[src/rtl/pcs_rx_pkg.sv]
// Shared types and constants for the PCS receive framer.
// Symbol classes, framer states, PAM5 lane codes, control patterns,
// and the descrambler LFSR taps with a byte-step helper.
package pcs_rx_pkg;

    typedef enum logic [2:0] {
        SYM_IDLE,
        SYM_SSD,
        SYM_ESD,
        SYM_DATA,
        SYM_INVALID
    } sym_class_e;

    typedef enum logic [1:0] {
        ST_IDLE,
        ST_DATA,
        ST_ERR
    } state_e;

    // PAM5 lane decisions, 3-bit two's complement
    localparam logic [2:0] PAM_M2 = 3'b110;
    localparam logic [2:0] PAM_M1 = 3'b111;
    localparam logic [2:0] PAM_Z  = 3'b000;
    localparam logic [2:0] PAM_P1 = 3'b001;
    localparam logic [2:0] PAM_P2 = 3'b010;

    // Frame delimiters, lane0 in the MSBs
    localparam logic [11:0] SSD_PAT = {PAM_P2, PAM_Z, PAM_Z, PAM_P2};
    localparam logic [11:0] ESD_PAT = {PAM_M2, PAM_Z, PAM_Z, PAM_M2};

    // Descrambler feedback taps
    localparam int LFSR_TAP_HI = 14;
    localparam int LFSR_TAP_LO = 13;

    typedef struct packed {
        logic [14:0] s;
        logic [7:0]  ks;
    } lfsr_out_t;

    // Eight LFSR steps; keystream bit i is the feedback of step i
    function automatic lfsr_out_t lfsr_byte(input logic [14:0] s_in);
        lfsr_out_t r;
        logic [14:0] s;
        logic fb;
        s    = s_in;
        r.ks = '0;
        for (int i = 0; i < 8; i++) begin
            fb      = s[LFSR_TAP_HI] ^ s[LFSR_TAP_LO];
            r.ks[i] = fb;
            s       = {s[13:0], fb};
        end
        r.s = s;
        return r;
    endfunction

endpackage

[src/rtl/pcs_rx_symclass.sv]
// Combinational 4D symbol classifier: decodes each PAM5 lane to a 2-bit
// code and labels the symbol IDLE / SSD / ESD / DATA / INVALID.
module pcs_rx_symclass
    import pcs_rx_pkg::*;
(
    input  logic [11:0] sym,
    output sym_class_e  cls,
    output logic [7:0]  raw
);

    logic       any_zero;
    logic       any_ill;
    logic [2:0] lane;
    logic [1:0] code;

    // Per-lane decode; lane0 (sym[11:9]) lands in raw[7:6]
    always_comb begin
        any_zero = 1'b0;
        any_ill  = 1'b0;
        raw      = '0;
        lane     = '0;
        code     = '0;
        for (int i = 0; i < 4; i++) begin
            lane = sym[11-3*i -: 3];
            code = 2'b00;
            case (lane)
                PAM_M2:  code = 2'b00;
                PAM_M1:  code = 2'b01;
                PAM_P1:  code = 2'b10;
                PAM_P2:  code = 2'b11;
                PAM_Z:   any_zero = 1'b1;
                default: any_ill  = 1'b1;
            endcase
            raw[7-2*i -: 2] = code;
        end
    end

    // Control patterns take priority over the generic data check
    always_comb begin
        if (sym == 12'h000)              cls = SYM_IDLE;
        else if (sym == SSD_PAT)         cls = SYM_SSD;
        else if (sym == ESD_PAT)         cls = SYM_ESD;
        else if (!any_zero && !any_ill)  cls = SYM_DATA;
        else                             cls = SYM_INVALID;
    end

endmodule

[src/rtl/pcs_rx_framer.sv]
// PCS receive framer: symbol classification, frame FSM, byte counter,
// optional descrambler and registered MAC-facing outputs.
// Define PCS_RX_DESCRAMBLE_EN to compile in the 15-bit LFSR descrambler.
module pcs_rx_framer
    import pcs_rx_pkg::*;
#(
    parameter int          MAX_LEN  = 1518,
    parameter logic [14:0] SCR_SEED = 15'h7FFF
) (
    input  logic        clock,
    input  logic        reset,
    input  logic [11:0] io_rxSymbols,
    input  logic        io_rxValid,
    output logic [7:0]  io_rxData,
    output logic        io_rxDv,
    output logic        io_rxEr,
    output logic        io_frameDone,
    output logic [10:0] io_frameLen,
    output logic        io_inFrame
);

    localparam logic [10:0] MAX_L = 11'(MAX_LEN);

    sym_class_e  cls;
    logic [7:0]  raw;
    logic [7:0]  ks;
    state_e      state, state_nxt;
    logic [10:0] cnt;
    logic        emit, err_nxt, done_nxt, sof;

    pcs_rx_symclass u_symclass (
        .sym (io_rxSymbols),
        .cls (cls),
        .raw (raw)
    );

    assign sof = io_rxValid && (state == ST_IDLE) && (cls == SYM_SSD);

    // Next state and one-cycle event decode for the current valid symbol
    always_comb begin
        state_nxt = state;
        emit      = 1'b0;
        err_nxt   = 1'b0;
        done_nxt  = 1'b0;
        if (io_rxValid) begin
            case (state)
                ST_IDLE: if (cls == SYM_SSD) state_nxt = ST_DATA;
                ST_DATA: begin
                    if (cls == SYM_DATA && cnt != MAX_L) begin
                        emit = 1'b1;
                    end else if (cls == SYM_ESD) begin
                        state_nxt = ST_IDLE;
                        done_nxt  = 1'b1;
                    end else begin
                        // overlong frame, stray control or bad symbol
                        state_nxt = ST_ERR;
                        err_nxt   = 1'b1;
                    end
                end
                default: state_nxt = ST_IDLE;
            endcase
        end
    end

`ifdef PCS_RX_DESCRAMBLE_EN
    logic [14:0] lfsr;
    lfsr_out_t   step;

    assign step = lfsr_byte(lfsr);
    assign ks   = step.ks;

    // Reload at every frame start, advance only on bytes actually emitted
    always_ff @(posedge clock or posedge reset) begin
        if (reset)      lfsr <= SCR_SEED;
        else if (sof)   lfsr <= SCR_SEED;
        else if (emit)  lfsr <= step.s;
    end
`else
    logic unused_seed;
    assign unused_seed = ^SCR_SEED;
    assign ks          = '0;
`endif

    // FSM, byte counter and registered outputs
    always_ff @(posedge clock or posedge reset) begin
        if (reset) begin
            state        <= ST_IDLE;
            cnt          <= '0;
            io_rxData    <= '0;
            io_rxDv      <= 1'b0;
            io_rxEr      <= 1'b0;
            io_frameDone <= 1'b0;
            io_frameLen  <= '0;
            io_inFrame   <= 1'b0;
        end else begin
            state        <= state_nxt;
            io_inFrame   <= (state_nxt == ST_DATA);
            io_rxDv      <= emit;
            io_rxEr      <= err_nxt;
            io_frameDone <= done_nxt;
            if (sof) cnt <= '0;
            if (emit) begin
                io_rxData <= raw ^ ks;
                cnt       <= cnt + 11'd1;
            end
            if (done_nxt) io_frameLen <= cnt;
        end
    end

endmodule

[config.mk]
export PLATFORM = sky130hd
export DESIGN_NAME = pcs_rx_framer
export DESIGN_NICKNAME = d
export VERILOG_FILES = /design/src/rtl/pcs_rx_pkg.sv /design/src/rtl/pcs_rx_symclass.sv /design/src/rtl/pcs_rx_framer.sv
export SDC_FILE = /design/constraint.sdc
export NUM_CORES = 1
export LEC_CHECK = 0
export CORE_UTILIZATION = 62
export CTS_CLUSTER_SIZE = 20
export DETAILED_ROUTE_END_ITERATION = 8
export DONT_BUFFER_PORTS = 1
export GPL_ROUTABILITY_DRIVEN = 0
export PLACE_DENSITY = 0.8
export RECOVER_POWER = 100
export SYNTH_ARGS = -nofsm -noshare
export SYNTH_HDL_FRONTEND = slang
export SYNTH_SLANG_ARGS = --single-unit
[constraint.sdc]
create_clock -name clock -period 2.3 [get_ports clock]
set_input_delay 0.345 -clock clock [delete_from_list [all_inputs] [get_ports clock]]
set_output_delay 0.345 -clock clock [all_outputs]
set_load 0.02 [all_outputs]
-- After elaboration in Yosys (flattened, before gate mapping)
Cells that the tools add are included.
- bits in registers: 36
- bits in latches: 0
- memory bits (writable): 0
- ROM bits: 0
- output and inout port bits: 23
- logic and storage cells: 84
- memories: 0
- add/sub/neg operators: 1
- multipliers: 0
- div/mod/pow operators: 0
- $lt $le $gt $ge: 0
- equality and inequality tests: 24
- shifts and indexed selects: 0
- multiplexer cells: 34
- bitwise gates (word level): 0
- reductions and logical operators: 17
- operators with widths (cell ; number):
    $eq 3x3->1 const B ; 8
    $pmux 2 s3 ; 4
    $mux 11 ; 2
    $reduce_or 5->1 ; 4
    $mux 1 ; 19
    $eq 3x2->1 const B ; 6
    $eq 3x1->1 const B ; 5
    $eq 12x11->1 const B ; 1
    $eq 12x12->1 const B ; 1
    $logic_not 12->1 ; 1
    $logic_not 3->1 ; 4
    $mux 3 ; 4
    $add 11x1->11 const B ; 1
    $ne 11x11->1 const B ; 1
    $mux 2 ; 4
    $eq 2x1->1 const B ; 2
    $logic_and 1x1->1 ; 4
    $pmux 2 s2 ; 1
    $logic_not 1->1 ; 2
    $logic_not 2->1 ; 1
    $reduce_bool 2->1 ; 1

-- Longest topological paths before layout
- word-level depth: 18
- gate-level depth with buffers: 8

-- By module
A second synthesis with hierarchy kept.
- cell total of the unflattened synthesis: 179
- area, all modules: 1893.1 um^2
- modules (own cells, without submodules) (module ; times used ; cells an instance ; area an instance (um^2) ; sequential area each (um^2)):
    pcs_rx_framer ; 1 ; 132 ; 1587.8 ; 900.9
    pcs_rx_symclass ; 1 ; 47 ; 305.3 ; 0.0

-- Worst setup path before layout
OpenSTA, ideal clock, no wires.
- path type: reg-to-reg
- start: register cnt[0]
- end: register cnt[6]
- setup time: 0.090 ns
- arrival: 1.883 ns
- required time: 2.210 ns
- path slack: 0.326 ns
- stages on the path, launching flop included: 8
- buffers on the path: 0
- period minus slack after synthesis: 1.974 ns
- cells stage by stage: dfrtp_1 -> inv_1 -> ha_1 -> and4_1 -> and4_4 -> or3_4 -> or4_1 -> o221ai_1
- cells in the longest elaborated chain, start to end: 6
- elaborated cells on any way between the ends: 8
- ends and longest elaborated chain (what ; RTL line ; RTL):
    start, declared ; pcs_rx_framer.sv:28 ; logic [10:0] cnt;
    start signal, assigned ; pcs_rx_framer.sv:104 ; cnt <= cnt + 11'd1;
    $ne 11x11->1 ; pcs_rx_framer.sv:49 ; if (cls == SYM_DATA && cnt != MAX_L) begin
    $logic_and 1x1->1 ; pcs_rx_framer.sv:49 ;
    $mux 1 ; pcs_rx_framer.sv:49 ;
    $mux 1 ; pcs_rx_framer.sv:46 ; case (state)
    $mux 1 ; pcs_rx_framer.sv:45 ; if (io_rxValid) begin
    $mux 11 or $reduce_bool 2->1 (tied branches) ; n/a ;
Parallel ways exist; a longest one is shown, timed or not.
A chain may end at the register's enable or synchronous reset.

-- Final worst setup path
- start: register cnt[0]
- end: register cnt[7]
Same word-level chain as after synthesis.

==> run metrics <==
number of instances resized during post-cts repair=0; CTS H-Tree Depth=2; residual DRC count=0; minimum setup slack in the final design=0.102 ns; number of ports placed on the die boundary=38; leakage=0.899 nW; achievable clock frequency=455 MHz; Pins Over Slew Limit=0; VDD IR max=0.000410 V; CTS hold repair buffers=1; height of the die=55.9 um; Tightest Pin Transition=0.868 ns; via count of the first global-routing pass=1372; antenna violations before repair=0; Worst EP arrival=2.44 ns; Ys Warns=0; reg2reg start=cnt[0]; CP Launch Type=flop; clock tree buffer depth=2; largest net degree at the start of global routing=37; number of placement rows=19; number of CTS-inserted buffers=5; Worst R2R Setup Slack=0.10 ns; Synth Register Bits=36; Finished Layout Cells=215; number of DRC violations after detailed-routing iteration 0=35; Antenna Nets Post-Route=0; CTS Root Cell=sky130_fd_sc_hd__clkbuf_4; Setup Crit Path Kind=reg2reg; Worst Skew=0.00731 ns; clock edge transition at the registers on the reported setup and hold paths=0.10 ns; Core Area=2760 um2; cell count after placement=206; outcome=finished, final reports clean; final sum of negative setup slack=0 ns; vias per std cell=6.44; buffers inserted by post-CTS timing repair=0; Endpoint, Worst Hold=io_rxData[7]; count of port buffers added during placement=0; final count of hold timing violations=0; Ant. Diodes=0; endpoint of the worst-slack reg-to-reg timing path=cnt[7]; Total Power=1.04 mW; Routed WL per cell=16.4 um; power per cell area=546 nW/um2; net count of the mapped netlist=193; required time at the endpoint of the critical path=2.54 ns; Pre-antenna DRT Iters=4; cell area after synthesis=1800 um2; number of clock sinks=36; total routing resource utilization after global routing=24.7%; depth of the worst register-to-register path=7; cell depth of the worst hold path=1; hold path start=io_rxSymbols[11]; setup repair after global routing missed its margin=no; Cell Chain, Critical Path=inv_1 > ha_1 > and4_1 > and4_4 > or3_4 > or4_1 > o221ai_1; Rel. slew slack=42.1%; remaining global-route overflow=0; Worst path slowest cell=sky130_fd_sc_hd__or4_1; effective utilization at floorplan=65.2%; sequential area share after synthesis=50.1%; Filler Cells Inserted=230; worst min-delay path class=in2reg; Post-Synthesis Mean Instance Area=10.2 um2; highest cell delay on the worst timing path=0.50 ns; first-pass GRT wire length=5940 um; Area growth syn-to-layout=5.92%; Worst Setup End Kind=flop; Routed Wire Length=3520 um; post-detail-place hpwl=2550 um; CTS tree=built; number of different library cells in the post-synthesis netlist=33; highest fanout seen on the critical path=15; setup violators final=0; synthesized instance count=176; Vias=1384; clock insertion delay at the later pin of the skew report=0.34 ns; Die X=55.9 um; share of the clock period used by the worst path=95.5%; die outline area=3120 um2; count of nets after finishing=200; post-layout minimum cycle time=2.20 ns; number of maximum-capacitance violations=0; post-place setup slack=0.107 ns; share of cells above drive strength 1=7.61%
area by class of cell:
| cell class | count | area, um2 | share of cell area, % |
|---|---|---|---|
| Clock buffer | 8 | 58.8 | 3.09 |
| Sequential cell | 36 | 901 | 47.3 |
| Multi-Input combinational cell | 120 | 812 | 42.6 |
| Tap cell | 31 | 38.8 | 2.04 |
| Inverter | 12 | 45.0 | 2.37 |
| Timing Repair Buffer | 8 | 48.8 | 2.56 |
synth_stat cells (all sizes together):
| cell type | instances | share of area (%) |
|---|---|---|
| or2 | 1 | 0.35 |
| or4 | 3 | 1.3 |
| mux2 | 11 | 6.9 |
| o32ai | 1 | 0.49 |
| nor2 | 4 | 0.83 |
| o221ai | 6 | 2.9 |
| nand2 | 10 | 2.1 |
| o31ai | 3 | 1.3 |
| dfrtp | 36 | 50 |
| xnor2 | 8 | 3.9 |
| nand4 | 5 | 1.7 |
| nor4 | 2 | 0.70 |
| nor3 | 7 | 2.2 |
| o211ai | 4 | 1.7 |
| a32oi | 1 | 0.49 |
| inv | 12 | 2.5 |
| or3 | 1 | 0.63 |
| nor2b | 2 | 0.70 |
| a21oi | 1 | 0.28 |
| buf | 4 | 1.1 |
| clkbuf | 4 | 0.83 |
| ha | 2 | 1.4 |
| nand3 | 11 | 3.1 |
| and4 | 4 | 2.1 |
| and3 | 2 | 0.70 |
| nand2b | 8 | 2.8 |
| xor2 | 2 | 0.97 |
| o21ai | 21 | 6.1 |
how the worst max path moves through the flow:
stage	to	from	depth (start not counted)	slack, ns
2_1_floorplan	cnt[6]	cnt[0]	7	0.33
3_3_place_gp	cnt[5]	cnt[0]	7	0.18
3_5_place_dp	cnt[7]	cnt[0]	7	0.11
4_1_cts	cnt[7]	cnt[0]	7	0.08
5_1_grt	cnt[7]	cnt[0]	7	0.02
6_report	cnt[7]	cnt[0]	7	0.10
per-stage QoR:
| stage | hold slack (ns) | cell area [um2] | util (%) |
|---|---|---|---|
| 6_report | 0.0886 | 1900 | 69.1 |
| 5_1_grt | 0.0849 | 1900 | 69.1 |
| 4_1_cts | 0.0802 | 1920 | 69.7 |
| 3_5_place_dp | 0.365 | 1850 | 67.2 |
| 3_3_place_gp | 0.357 | 1850 | 67.2 |
| 2_1_floorplan | 0.438 | 1800 | - |
kinds of logic after synthesis:
| family | after synthesis | synth area share (%) |
|---|---|---|
| adder cells (fa/ha/maj) | 2 | 1.39 |
| multiplexers | 11 | 6.89 |
| AND/OR/NAND/NOR | 60 | 19.1 |
| AO/OA/AOI/OAI | 37 | 13.2 |
| XOR/XNOR | 10 | 4.87 |
| flip-flops | 36 | 50.1 |
| buffers and inverters | 20 | 4.45 |
per-layer routing:
layer  wire length (um)  GRT usage, %  part of all wire, %  up-vias
met3                209          6.28                  5.9        7
met4                 60          10.5                  1.7        0
li1                   -             -                    -      651
met1               1510          30.2                   43      673
met2               1740          41.8                   49       53
met5                  0             0                    0        -
cells in the final DEF (no fill, tap or decap), types with 2 or more instances in the layout:
cell / instances
sky130_fd_sc_hd__o221ai_1: 6
sky130_fd_sc_hd__and3_1: 2
sky130_fd_sc_hd__nor3_1: 7
sky130_fd_sc_hd__clkbuf_4: 5
sky130_fd_sc_hd__ha_1: 2
sky130_fd_sc_hd__dfrtp_1: 36
sky130_fd_sc_hd__o211ai_1: 4
sky130_fd_sc_hd__nor2b_1: 2
sky130_fd_sc_hd__mux2_1: 11
sky130_fd_sc_hd__xor2_1: 2
sky130_fd_sc_hd__inv_1: 11
sky130_fd_sc_hd__nor2_1: 4
sky130_fd_sc_hd__clkbuf_1: 5
sky130_fd_sc_hd__nor4_1: 2
sky130_fd_sc_hd__nand2b_1: 8
sky130_fd_sc_hd__nand4_1: 5
sky130_fd_sc_hd__o21ai_1: 10
sky130_fd_sc_hd__and4_1: 3
sky130_fd_sc_hd__nand3_1: 11
sky130_fd_sc_hd__or4_1: 3
sky130_fd_sc_hd__nand2_1: 10
sky130_fd_sc_hd__xnor2_1: 8
sky130_fd_sc_hd__buf_4: 3
sky130_fd_sc_hd__o31ai_1: 3
sky130_fd_sc_hd__o21ai_0: 10
registers in the layout, summed over array words and instances (netlist names):
signal        flops
cnt              11
io_frameLen      11
io_rxData         8
state             2
io_frameDone      1
io_inFrame        1
io_rxDv           1
io_rxEr           1
power breakdown:
part / internal [mW] / switching (mW) / total (mW)
clock: 0.151 / 0.195 / 0.346
combinational: 0.0225 / 0.0348 / 0.0573
sequential: 0.634 / 0.00197 / 0.636
total: 0.807 / 0.232 / 1.04
critical path: cells and delay by family (launching register included):
kind / cells / cell delay (ns)
simple gates: 4 / 1.31
fa+ha+maj: 1 / 0.19
flops: 1 / 0.41
buf+inv: 1 / 0.09
compound gates: 1 / 0.10
Power figures use the tool's default switching activity.
